`src/rtl/pcg_noise_gen.sv`:
```
// pcg_noise_gen: PCG-style pixel noise generator (LCG state + xorshift/rotate output permutation)
//   clk         - sole clock, rising edge
//   reset       - synchronous active-high reset
//   pix_en      - pixel strobe; state, hold counter and noise freeze while low
//   frame_start - one-cycle pulse at frame start; restarts the hold counter
//   seed_load   - loads seed into the state (highest priority)
//   seed        - seed value
//   mask        - per-bit noise enable, sampled when a new sample is taken
//   noise       - registered masked noise
//   noise_valid - one-cycle pulse when noise takes a new sample
// Optional feature: define PCG_NOISE_FRAME_RESEED_EN to reload the latched seed at every
// frame_start so each frame repeats identical noise; otherwise the noise animates.
module pcg_noise_gen #(
   parameter int                 STATE_W = 16,
   parameter int                 OUT_W   = 8,
   parameter logic [STATE_W-1:0] MULT    = STATE_W'(16'h5851),
   parameter logic [STATE_W-1:0] INC     = STATE_W'(16'h1405),
   parameter int                 HOLD    = 1
) (
   input  logic               clk,
   input  logic               reset,
   input  logic               pix_en,
   input  logic               frame_start,
   input  logic               seed_load,
   input  logic [STATE_W-1:0] seed,
   input  logic [OUT_W-1:0]   mask,
   output logic [OUT_W-1:0]   noise,
   output logic               noise_valid
);
   localparam int RB = $clog2(OUT_W);
   localparam int HALF = STATE_W / 2;
   localparam logic [3:0] HOLD_LAST = 4'(HOLD - 1);

   logic [STATE_W-1:0] state_q, state_d, lcg;
   logic [3:0]         hold_q, hold_d;
   logic [OUT_W-1:0]   noise_q, noise_d;
   logic               valid_q, adv;

   // Xorshift the high half down, take the OUT_W bits just below the rotate field,
   // then rotate right by the top RB state bits.
   function automatic logic [OUT_W-1:0] perm_f(input logic [STATE_W-1:0] s);
      logic [OUT_W-1:0] x;
      logic [RB-1:0]    r;
      x = OUT_W'((s ^ (s >> HALF)) >> (STATE_W - RB - OUT_W));
      r = s[STATE_W-1 -: RB];
      return OUT_W'({x, x} >> r);
   endfunction

`ifdef PCG_NOISE_FRAME_RESEED_EN
   logic [STATE_W-1:0] seed_reg_q, seed_reg_d;
   always_comb seed_reg_d = seed_load ? seed : seed_reg_q;
   always_ff @(posedge clk) seed_reg_q <= reset ? '0 : seed_reg_d;
`endif

   always_comb begin
      lcg = STATE_W'(state_q * MULT + INC);
      // seed_load and frame_start both pre-empt an advance in the same cycle
      adv = pix_en && hold_q == HOLD_LAST && !seed_load && !frame_start;
`ifdef PCG_NOISE_FRAME_RESEED_EN
      state_d = seed_load ? seed : frame_start ? seed_reg_q : adv ? lcg : state_q;
`else
      state_d = seed_load ? seed : adv ? lcg : state_q;
`endif
      hold_d = (seed_load || frame_start) ? 4'd0 :
               !pix_en                    ? hold_q :
               hold_q == HOLD_LAST        ? 4'd0 : 4'(hold_q + 4'd1);
      noise_d = adv ? perm_f(lcg) & mask : noise_q;
   end

   always_ff @(posedge clk) begin
      if (reset) begin
         state_q <= '0;
         hold_q  <= '0;
         noise_q <= '0;
         valid_q <= 1'b0;
      end else begin
         state_q <= state_d;
         hold_q  <= hold_d;
         noise_q <= noise_d;
         valid_q <= adv;
      end
   end

   assign noise = noise_q;
   assign noise_valid = valid_q;
endmodule

```
`config.mk`:
```
export PLATFORM = sky130hd
export DESIGN_NAME = pcg_noise_gen
export DESIGN_NICKNAME = d
export VERILOG_FILES = /design/src/rtl/pcg_noise_gen.sv
export SDC_FILE = /design/constraint.sdc
export NUM_CORES = 1
export LEC_CHECK = 0
export CAP_MARGIN = 20
export CORE_MARGIN = 1
export CORE_UTILIZATION = 57
export DETAILED_ROUTE_END_ITERATION = 6
export PLACE_DENSITY = 0.85
export SLEW_MARGIN = 20
export SYNTH_ARGS = -nofsm -noshare
export SYNTH_HDL_FRONTEND = slang
export SYNTH_SLANG_ARGS = --single-unit
```
`constraint.sdc`:
```
create_clock -name clk -period 6.9 [get_ports clk]
set_clock_uncertainty 0.05 [all_clocks]
set_input_delay 1.38 -clock clk [delete_from_list [all_inputs] [get_ports clk]]
set_output_delay 1.38 -clock clk [all_outputs]
set_load 0.01 [all_outputs]
```
== Word-level counts from Yosys, hierarchy flattened ==
Index checks and enable logic that the tools add are counted.
Storage, ports and cells
  register bits: 29
  output and inout bits: 9
  logic and storage cells: 22
Operators by class
  add/subtract/negate cells: 2
  $mul: 1
  shift-type cells: 1
  muxes and demuxes: 3
  bitwise logic cells: 2
  reductions and logical operators: 9
Operators with widths (count)
  $mux 16: 2
  $add 16x13->16 const B: 1
  $mul 16x15->16 const B: 1
  $shr 16x3->8: 1
  $xor 13x8->13: 1
  $and 8x8->8: 1
  $add 4x1->4 const B: 1
  $logic_not 4->1: 1
  $mux 4: 1
  $logic_and 1x1->1: 3
  $logic_not 1->1: 2
  $reduce_bool 2->1: 1
  $reduce_or 2->1: 1
  $logic_or 1x1->1: 1

== Logic depth before layout (Yosys ltp) ==
Gate-level depths: netlist (run 1).
  word-level depth: 6
  mapped depth: 19
  gate-level depth less buffers: 19

== Worst setup path before layout (run 1) ==
OpenSTA, ideal clock, no wires.
  kind: register to register
  from: register state_q[4]
  to: register noise_q[2] (netlist: noise[2])
  setup time: 0.117 ns
  arrival: 4.615 ns
  data required time: 6.733 ns
  slack: 2.117 ns
  cell stages (with the launch flop): 20
  cell sequence: dfxtp_1 ha_1 inv_1 fa_1 inv_1 ha_1 inv_1 fa_1 fa_1 inv_1 ha_1 ha_1 a21o_1 a21o_1 a41o_2 xnor2_4 mux2i_1 mux2i_1 mux2_2 a32o_1
On the way
  word-level cells in the longest chain between the ends: 5
RTL lines
  from (decl): line 34  | logic [STATE_W-1:0] state_q, state_d, lcg;
  from (signal assigned): line 77  | state_q <= state_d;
  $mul 16x15->16 (*): line 56  | lcg = STATE_W'(state_q * MULT + INC);
  $add 16x13->16 (*): line 56
  $xor 13x8->13: line 44  | x = OUT_W'((s ^ (s >> HALF)) >> (STATE_W - RB - OUT_W));
  $shr 16x3->8 (*): line 46  | return OUT_W'({x, x} >> r);
  $and 8x8->8 (*): line 67  | noise_d = adv ? perm_f(lcg) & mask : noise_q;
  to (signal assigned): line 79  | noise_q <= noise_d;
  to (decl): line 36  | logic [OUT_W-1:0] noise_q, noise_d;
Every way passes the cells marked *; elsewhere a longest branch is shown, timed or not.
A chain may end at the register's enable or synchronous reset.

== Worst setup path after layout (run 1) ==
Same ends and word-level chain as after synthesis.

==> results of run 1 <==
how the worst min path moves through the flow:
stage,from,endpoint
global placement,noise[5],noise[5]
finish,noise[5],noise[5]
global route,noise[5],noise[5]
floorplan,hold_q[3],hold_q[3]
detailed placement,noise[5],noise[5]
CTS,noise[5],noise[5]
power by group:
group / total [uW] / internal (uW) / leakage, uW / switching, uW
logic: 910 / 400 / 0.00139 / 510
registers: 203 / 186 / 0.000237 / 16.6
clock network: 189 / 118 / 0.0000585 / 71.1
total: 1300 / 705 / 0.00169 / 598
sequential cells by signal, summed over array words and instances, names as in the netlist:
register / flops
state_q: 16
noise: 8
hold_q: 4
noise_valid: 1
area by class of cell:
| type | instances | share of cell area, % |
|---|---|---|
| tap | 70 | 2.42 |
| multi-input combinational | 268 | 63.6 |
| clock inverter | 1 | 0.828 |
| clock buffer | 7 | 2.38 |
| timing repair buffer | 40 | 10.8 |
| inverter | 38 | 3.94 |
| sequential | 29 | 16.0 |
synthesized netlist by cell type, types with 2 or more instances:
library cell	n
sky130_fd_sc_hd__or3_1	2
sky130_fd_sc_hd__nor2_1	24
sky130_fd_sc_hd__xor2_1	9
sky130_fd_sc_hd__o21ai_0	9
sky130_fd_sc_hd__clkbuf_1	7
sky130_fd_sc_hd__a22oi_1	8
sky130_fd_sc_hd__nand4b_1	3
sky130_fd_sc_hd__nand3b_1	3
sky130_fd_sc_hd__inv_1	38
sky130_fd_sc_hd__fa_1	14
sky130_fd_sc_hd__o21bai_1	2
sky130_fd_sc_hd__nor3_1	7
sky130_fd_sc_hd__nand4_1	4
sky130_fd_sc_hd__mux2i_1	16
sky130_fd_sc_hd__and3_1	2
sky130_fd_sc_hd__nand2_1	30
sky130_fd_sc_hd__buf_2	2
sky130_fd_sc_hd__o31a_1	2
sky130_fd_sc_hd__o211ai_1	2
sky130_fd_sc_hd__a21o_1	5
sky130_fd_sc_hd__ha_1	52
sky130_fd_sc_hd__a21oi_1	17
sky130_fd_sc_hd__a2111oi_0	2
sky130_fd_sc_hd__xnor2_1	19
sky130_fd_sc_hd__xnor2_4	2
sky130_fd_sc_hd__dfxtp_1	29
sky130_fd_sc_hd__nand3_1	9
sky130_fd_sc_hd__mux2_2	3
sky130_fd_sc_hd__nor2b_1	3
layer usage:
layer | part of all wire [%] | vias up | wire length (um) | GRT usage [%]
li1 | - | 1277 | - | -
met1 | 42 | 1251 | 3020 | 35.9
met2 | 50 | 87 | 3580 | 48.7
met3 | 5.6 | 18 | 402 | 4.50
met4 | 2.2 | 0 | 161 | 9.26
met5 | 0 | - | 0 | 0
stage by stage:
| stage | hold WS (ps) | worst slack, ps | area [um^2] | util (%) |
|---|---|---|---|---|
| after CTS | 413 | 1790 | 3620 | 70.5 |
| after detailed placement | 394 | 1810 | 3510 | 68.3 |
| after global routing | 442 | 1560 | 3620 | 70.5 |
| after floorplan | 422 | 2120 | 3070 | - |
| after global placement | 392 | 1950 | 3510 | 68.3 |
| final | 407 | 1780 | 3620 | 70.5 |
critical path, delay by kind of cell (launching register included):
family	cells	cell delay [ps]
fa+ha+maj	7	2330
compound gates	4	880
mux	3	750
flops	1	450
xor+xnor	1	370
buf+inv	4	220
cell families (layout without fill, tap and decap cells):
group / after synthesis / in the layout / synth area share [%]
simple gates: 94 / 94 / 15.2
fa+ha+maj: 66 / 66 / 30.3
compound gates: 58 / 58 / 12.9
buf+inv: 49 / 86 / 6.11
xor+xnor: 31 / 31 / 10.3
flops: 29 / 29 / 18.9
mux: 19 / 19 / 6.31
==> metrics.txt, run 1 <==
# TYPE chip_impl_metric gauge
chip_impl_info{name="crit_type",value="reg -> reg"} 1
chip_impl_metric{name="critical_path.max_fanout",unit=""} 10
chip_impl_metric{name="route.detailed.vias_per_inst",unit=""} 5.81
chip_impl_metric{name="yosys.area.top_type_share",unit="%"} 21.2
chip_impl_metric{name="power_per_cell_area",unit="nW/um^2"} 359
chip_impl_metric{name="worst-r2r-cell-count",unit=""} 19
chip_impl_info{name="biggest_area_contributors_in_the_synthesized_netlist",value="sky130_fd_sc_hd__ha_1 (21%), sky130_fd_sc_hd__dfxtp_1 (19%), sky130_fd_sc_hd__fa_1 (9.1%)"} 1
chip_impl_metric{name="pin_count_of_the_biggest_net_entering_global_routing",unit=""} 27
chip_impl_info{name="crit_chain",value="ha_1 -> inv_1 -> fa_1 -> inv_1 -> ha_1 -> inv_1 -> fa_1 -> fa_1 -> inv_1 -> ha_1 -> ha_1 -> a21o_1 -> a21o_1 -> a41o_2 -> xnor2_4 -> mux2i_1 -> mux2i_1 -> mux2_2 -> a32o_1"} 1
chip_impl_metric{name="post_route_cells_drive_above_1_share",unit="%"} 6.27
chip_impl_metric{name="dpl.hpwl",unit="um"} 5700
chip_impl_metric{name="cts.path.max_buffers",unit=""} 2
chip_impl_metric{name="hold_viol_final",unit=""} 0
chip_impl_metric{name="power.static_leakage",unit="uW"} 0.00169
chip_impl_metric{name="placementRows",unit=""} 26
chip_impl_metric{name="holdBufCountCts",unit=""} 0
chip_impl_metric{name="cts_h_tree_depth",unit=""} 2
chip_impl_metric{name="placement.io_buffers",unit=""} 37
chip_impl_metric{name="synthesis.area_per_instance",unit="um^2"} 8.88
chip_impl_metric{name="ys_ff_latch",unit=""} 29
chip_impl_metric{name="finalWeightedCongestion",unit=""} 0.901
chip_impl_metric{name="clkSlewWorstSetupHoldPaths",unit="ps"} 80
chip_impl_metric{name="initial_utilization",unit="%"} 59.8
chip_impl_metric{name="rrSetupSlack",unit="ps"} 1780
chip_impl_metric{name="cp.required",unit="ps"} 7040
chip_impl_metric{name="synth.cell_area",unit="um^2"} 3070
chip_impl_metric{name="cts.repair.resized",unit=""} 0
chip_impl_info{name="regToRegEndpoint",value="noise[2]"} 1
chip_impl_metric{name="final_cells",unit=""} 453
chip_impl_info{name="synth.largest_area_cell",value="sky130_fd_sc_hd__ha_1"} 1
chip_impl_metric{name="drc",unit=""} 0
chip_impl_metric{name="routed_wl",unit="um"} 7160
chip_impl_metric{name="dr_total_vias",unit=""} 2633
chip_impl_metric{name="maxSlewViolCount",unit=""} 0
chip_impl_metric{name="time_the_final_worst_path_needs_with_i_o_delays_and_setup",unit="ps"} 5120
chip_impl_info{name="r2r_start",value="state_q[4]"} 1
chip_impl_metric{name="cts.sink_count",unit=""} 29
chip_impl_metric{name="number_of_global_route_vias_before_repair",unit=""} 2583
chip_impl_metric{name="route.detailed.wl_per_inst",unit="um"} 15.8
chip_impl_metric{name="fin_total_pwr",unit="uW"} 1300
chip_impl_info{name="crit_path_top_delay_cell",value="sky130_fd_sc_hd__fa_1"} 1
chip_impl_info{name="run_status",value="finished, final reports clean"} 1
chip_impl_metric{name="synth_sequential_area_ratio",unit="%"} 18.9
chip_impl_metric{name="area_used_by_sequential_logic_in_the_layout",unit="um^2"} 581
chip_impl_metric{name="fin_tns_setup",unit="ps"} 0
chip_impl_metric{name="min_path_cells",unit=""} 2
chip_impl_metric{name="data_arrival_time_of_the_worst_path",unit="ps"} 5260
chip_impl_metric{name="finalSetupViolations",unit=""} 0
chip_impl_info{name="rsz0062_at_grt",value="no"} 1
chip_impl_info{name="worst_setup_path_endpoint",value="noise[2]"} 1
chip_impl_metric{name="cts_post_setup_buffers_inserted",unit=""} 0
chip_impl_metric{name="synth_cell_types",unit=""} 50
chip_impl_info{name="timing.critical_path.from_type",value="flop"} 1
chip_impl_info{name="cts_tree",value="yes"} 1
chip_impl_metric{name="area_delta_synth_final",unit="%"} 18.0
chip_impl_metric{name="synth_cells",unit=""} 346
chip_impl_info{name="cts_root_buf",value="sky130_fd_sc_hd__clkbuf_8"} 1
chip_impl_metric{name="design.die.area",unit="um^2"} 5690
chip_impl_info{name="setup.worst_path.start",value="state_q[4]"} 1
chip_impl_metric{name="drt-pass1-iter-count",unit=""} 4
chip_impl_metric{name="numCtsBuffers",unit=""} 5
chip_impl_metric{name="first_iter_violations",unit=""} 169
chip_impl_info{name="class_of_the_most_critical_hold_timing_path",value="reg -> reg"} 1
chip_impl_metric{name="critical_path.max_stage_delay",unit="ps"} 510
chip_impl_metric{name="multi_input_area",unit="um^2"} 2300
chip_impl_info{name="mostFrequentLayoutCell",value="sky130_fd_sc_hd__ha_1"} 1
chip_impl_metric{name="drt.antenna.violating_nets",unit=""} 0
chip_impl_metric{name="slew_headroom",unit="%"} 42.9
chip_impl_metric{name="grt.overflow.total",unit=""} 0
chip_impl_metric{name="timing_worst_slew_pin_value",unit="ps"} 853
chip_impl_metric{name="synth_warnings",unit=""} 0
chip_impl_info{name="highest_count_cells_in_the_layout_ignoring_fill_and_taps",value="sky130_fd_sc_hd__ha_1 (52), sky130_fd_sc_hd__inv_1 (38), sky130_fd_sc_hd__clkdlybuf4s50_1 (37)"} 1
chip_impl_metric{name="synthesis.nets",unit=""} 441
chip_impl_metric{name="coreArea",unit="um^2"} 5140
chip_impl_metric{name="die-height",unit="um"} 75.4
chip_impl_metric{name="maxCapViolations",unit=""} 0
chip_impl_info{name="cp-end-kind",value="flop"} 1
chip_impl_metric{name="synth-async-reset-ratio",unit="%"} 0
chip_impl_metric{name="placedCellCount",unit=""} 445
chip_impl_metric{name="n_antenna_cell",unit=""} 0
chip_impl_metric{name="nets",unit=""} 477
chip_impl_metric{name="timing.fmax",unit="MHz"} 195
chip_impl_metric{name="global_route.usage.total",unit="%"} 28.2
chip_impl_metric{name="worstSkewPairLatency",unit="ps"} 290
chip_impl_metric{name="antenna_violations_before_repair",unit=""} 0
chip_impl_metric{name="number_of_enable_flip_flop_cells_after_synthesis",unit=""} 0
chip_impl_info{name="synth_ff_type",value="sky130_fd_sc_hd__dfxtp_1"} 1
chip_impl_metric{name="vdd.ir_drop.worst",unit="mV"} 0.227
chip_impl_metric{name="fillers",unit=""} 407
chip_impl_metric{name="num_io_pins",unit=""} 38
chip_impl_metric{name="die_width",unit="um"} 75.4
chip_impl_metric{name="grt_first_pass_wirelength",unit="um"} 11700
chip_impl_metric{name="final_min_period_over_clock_period",unit="%"} 74.2
Power figures use the tool's default switching activity.
==> run 2: changes to the inputs <==
- clock period: 6.9 -> 5.27 ns (I/O delays scaled with it)
==> run 2 against run 1 <==
Compared with the run above: first-iteration DRC count increased by 10%; core utilization increased by 0.39 points; cell area increased by 0.55%; hold slack gained 3.4 ps; total power increased by 34%; setup slack worse by 1500 ps; final cell count up 0.44%; non-clock buffer count rose by 2; clock power increased by 34%; sequential cell count unchanged; critical path depth rose by 1; wire length rose by 1.2%; highest routed layer unchanged.
==> metrics.txt, run 2 (same netlist as run 1, synthesis figures left out) <==
# TYPE chip_impl_metric gauge
chip_impl_info{name="run_status",value="finished, final reports clean"} 1
chip_impl_metric{name="post_route_cells_drive_above_1_share",unit="%"} 7.27
chip_impl_metric{name="time_the_final_worst_path_needs_with_i_o_delays_and_setup",unit="ps"} 4990
chip_impl_metric{name="die_width",unit="um"} 75.4
chip_impl_info{name="mostFrequentLayoutCell",value="sky130_fd_sc_hd__ha_1"} 1
chip_impl_info{name="cts_root_buf",value="sky130_fd_sc_hd__clkbuf_8"} 1
chip_impl_metric{name="cts.path.max_buffers",unit=""} 2
chip_impl_metric{name="final_min_period_over_clock_period",unit="%"} 94.7
chip_impl_metric{name="pin_count_of_the_biggest_net_entering_global_routing",unit=""} 27
chip_impl_metric{name="maxCapViolations",unit=""} 0
chip_impl_info{name="crit_type",value="reg -> reg"} 1
chip_impl_metric{name="utilization",unit="%"} 70.9
chip_impl_metric{name="worstSkewPairLatency",unit="ps"} 300
chip_impl_info{name="highest_count_cells_in_the_layout_ignoring_fill_and_taps",value="sky130_fd_sc_hd__ha_1 (52), sky130_fd_sc_hd__inv_1 (38), sky130_fd_sc_hd__clkdlybuf4s50_1 (37)"} 1
chip_impl_metric{name="placement.io_buffers",unit=""} 37
chip_impl_info{name="cts_tree",value="yes"} 1
chip_impl_metric{name="slew_headroom",unit="%"} 43.4
chip_impl_metric{name="routed_wl",unit="um"} 7250
chip_impl_metric{name="hold_viol_final",unit=""} 0
chip_impl_metric{name="flip_flop_count_of_the_largest_register_after_layout",unit=""} 16
chip_impl_metric{name="route.detailed.wl_per_inst",unit="um"} 15.9
chip_impl_metric{name="global_route.usage.total",unit="%"} 28.4
chip_impl_info{name="top_register",value="state_q"} 1
chip_impl_metric{name="nets",unit=""} 479
chip_impl_metric{name="finalWeightedCongestion",unit=""} 0.869
chip_impl_metric{name="numCtsBuffers",unit=""} 5
chip_impl_metric{name="dp_slack",unit="ps"} 275
chip_impl_metric{name="cts.sink_count",unit=""} 29
chip_impl_metric{name="holdBufCountCts",unit=""} 0
chip_impl_metric{name="number_of_global_route_vias_before_repair",unit=""} 2557
chip_impl_metric{name="finalSetupViolations",unit=""} 0
chip_impl_metric{name="initial_utilization",unit="%"} 59.8
chip_impl_metric{name="detailed_place.area",unit="um^2"} 3520
chip_impl_metric{name="grt_first_pass_wirelength",unit="um"} 11900
chip_impl_metric{name="route.detailed.vias_per_inst",unit=""} 5.76
chip_impl_metric{name="cp.required",unit="ps"} 5420
chip_impl_metric{name="final_cells",unit=""} 455
chip_impl_metric{name="fin_tns_setup",unit="ps"} 0
chip_impl_metric{name="dr_total_vias",unit=""} 2623
chip_impl_metric{name="timing_worst_slew_pin_value",unit="ps"} 847
chip_impl_metric{name="critical_path.max_fanout",unit=""} 6
chip_impl_metric{name="minimum_setup_slack_in_the_final_design",unit="ps"} 277
chip_impl_metric{name="die-height",unit="um"} 75.4
chip_impl_metric{name="first_iter_violations",unit=""} 186
chip_impl_metric{name="drt-pass1-iter-count",unit=""} 4
chip_impl_metric{name="drc",unit=""} 0
chip_impl_metric{name="postLayoutCellArea",unit="um^2"} 3640
chip_impl_metric{name="timing.fmax",unit="MHz"} 200
chip_impl_metric{name="power.static_leakage",unit="uW"} 0.00170
chip_impl_metric{name="clkSlewWorstSetupHoldPaths",unit="ps"} 80
chip_impl_metric{name="drt.antenna.violating_nets",unit=""} 0
chip_impl_metric{name="power_per_cell_area",unit="nW/um^2"} 477
chip_impl_metric{name="num_io_pins",unit=""} 38
chip_impl_metric{name="grt.overflow.total",unit=""} 0
chip_impl_metric{name="cts_h_tree_depth",unit=""} 2
chip_impl_metric{name="dpl.hpwl",unit="um"} 5770
chip_impl_metric{name="maxSlewViolCount",unit=""} 0
chip_impl_metric{name="n_antenna_cell",unit=""} 0
chip_impl_metric{name="design.die.area",unit="um^2"} 5690
chip_impl_info{name="cp-end-kind",value="flop"} 1
chip_impl_metric{name="placementRows",unit=""} 26
chip_impl_metric{name="placedCellCount",unit=""} 447
chip_impl_metric{name="coreArea",unit="um^2"} 5140
chip_impl_info{name="timing.critical_path.from_type",value="flop"} 1
chip_impl_metric{name="vdd.ir_drop.worst",unit="mV"} 0.329
chip_impl_metric{name="fillers",unit=""} 420
chip_impl_metric{name="area_delta_synth_final",unit="%"} 18.6
chip_impl_info{name="rsz0062_at_grt",value="no"} 1
chip_impl_metric{name="data_arrival_time_of_the_worst_path",unit="ps"} 5140
chip_impl_info{name="crit_chain",value="ha_1 -> inv_1 -> fa_1 -> inv_1 -> ha_1 -> inv_1 -> fa_1 -> fa_1 -> inv_1 -> ha_1 -> ha_1 -> a21o_1 -> a21o_1 -> a41o_2 -> xnor2_4 -> buf_4 -> mux2i_1 -> mux2i_1 -> mux2_2 -> a32o_1"} 1
chip_impl_info{name="class_of_the_most_critical_hold_timing_path",value="reg -> reg"} 1
chip_impl_info{name="crit_path_top_delay_cell",value="sky130_fd_sc_hd__fa_1"} 1
chip_impl_metric{name="critical_path.max_stage_delay",unit="ps"} 520
chip_impl_metric{name="antenna_violations_before_repair",unit=""} 0
-- run 2: cell types whose count changed in the layout (fill, tap and decap cells not counted), sizes merged --
cell	before	now
clkinvlp	0	1
clkbuf	7	6
buf	3	5
-- run 2: cell type report --
cell class / instances / area (um^2) / area share (%)
multi-input cells: 268 / 2300 / 63.2
flip-flops and latches: 29 / 582 / 16.0
repair buffers: 42 / 408 / 11.2
inverters: 38 / 143 / 3.91
well taps: 70 / 87.6 / 2.40
clock buffers: 6 / 82.6 / 2.27
clock inverters: 2 / 37.5 / 1.03
-- run 2: where the power goes --
| part | leakage (uW) | total [uW] | internal [uW] | switching [uW] |
|---|---|---|---|---|
| clock network | 0.0000574 | 254 | 154 | 100 |
| logic | 0.00140 | 1220 | 552 | 668 |
| registers | 0.000238 | 266 | 244 | 21.3 |
-- run 2: worst max-delay path, delay by kind of cell (launching register included) --
| family | cells | cell delay (ps) |
|---|---|---|
| flip-flops | 1 | 410 |
| buffers and inverters | 5 | 430 |
| adder cells (fa/ha/maj) | 7 | 2350 |
| XOR/XNOR | 1 | 230 |
| multiplexers | 3 | 540 |
| AO/OA/AOI/OAI | 4 | 890 |
-- run 2: metrics by stage --
step	power [uW]	hold WS, ps
after floorplan	1170	422
after global placement	1440	392
after detailed placement	1470	394
after CTS	1730	412
after global routing	1860	439
final	1740	411
-- run 2: what timing repair did --
item	in CTS	in global routing
setup endpoints to repair	0	1
setup buffers	0	0
gates resized for setup	0	1
endpoints found under the hold margin	0	0
-- run 2: worst paths after layout --
path,start,endpoint,slack (ps),cells after the start
worst min register to register,noise[5],noise[5],410,2
worst max-delay path,state_q[6],noise[2],280,20
worst min-delay path,noise[5],noise[5],410,2
worst max register to register,state_q[6],noise[2],280,20
-- run 2: layer usage --
metal | vias to the layer above | GRT usage, % | wire length, um
met5 | - | 0 | 0
met4 | 0 | 9.05 | 150
met3 | 13 | 4.63 | 325
met2 | 73 | 49.6 | 3640
met1 | 1260 | 36.0 | 3130
li1 | 1277 | - | -
==> run 3: changes to the inputs <==
- GPL_ROUTABILITY_DRIVEN: default -> 1
==> results of run 3 <==
Same layout as run 2: the final DEF is identical, and so are final timing and power.
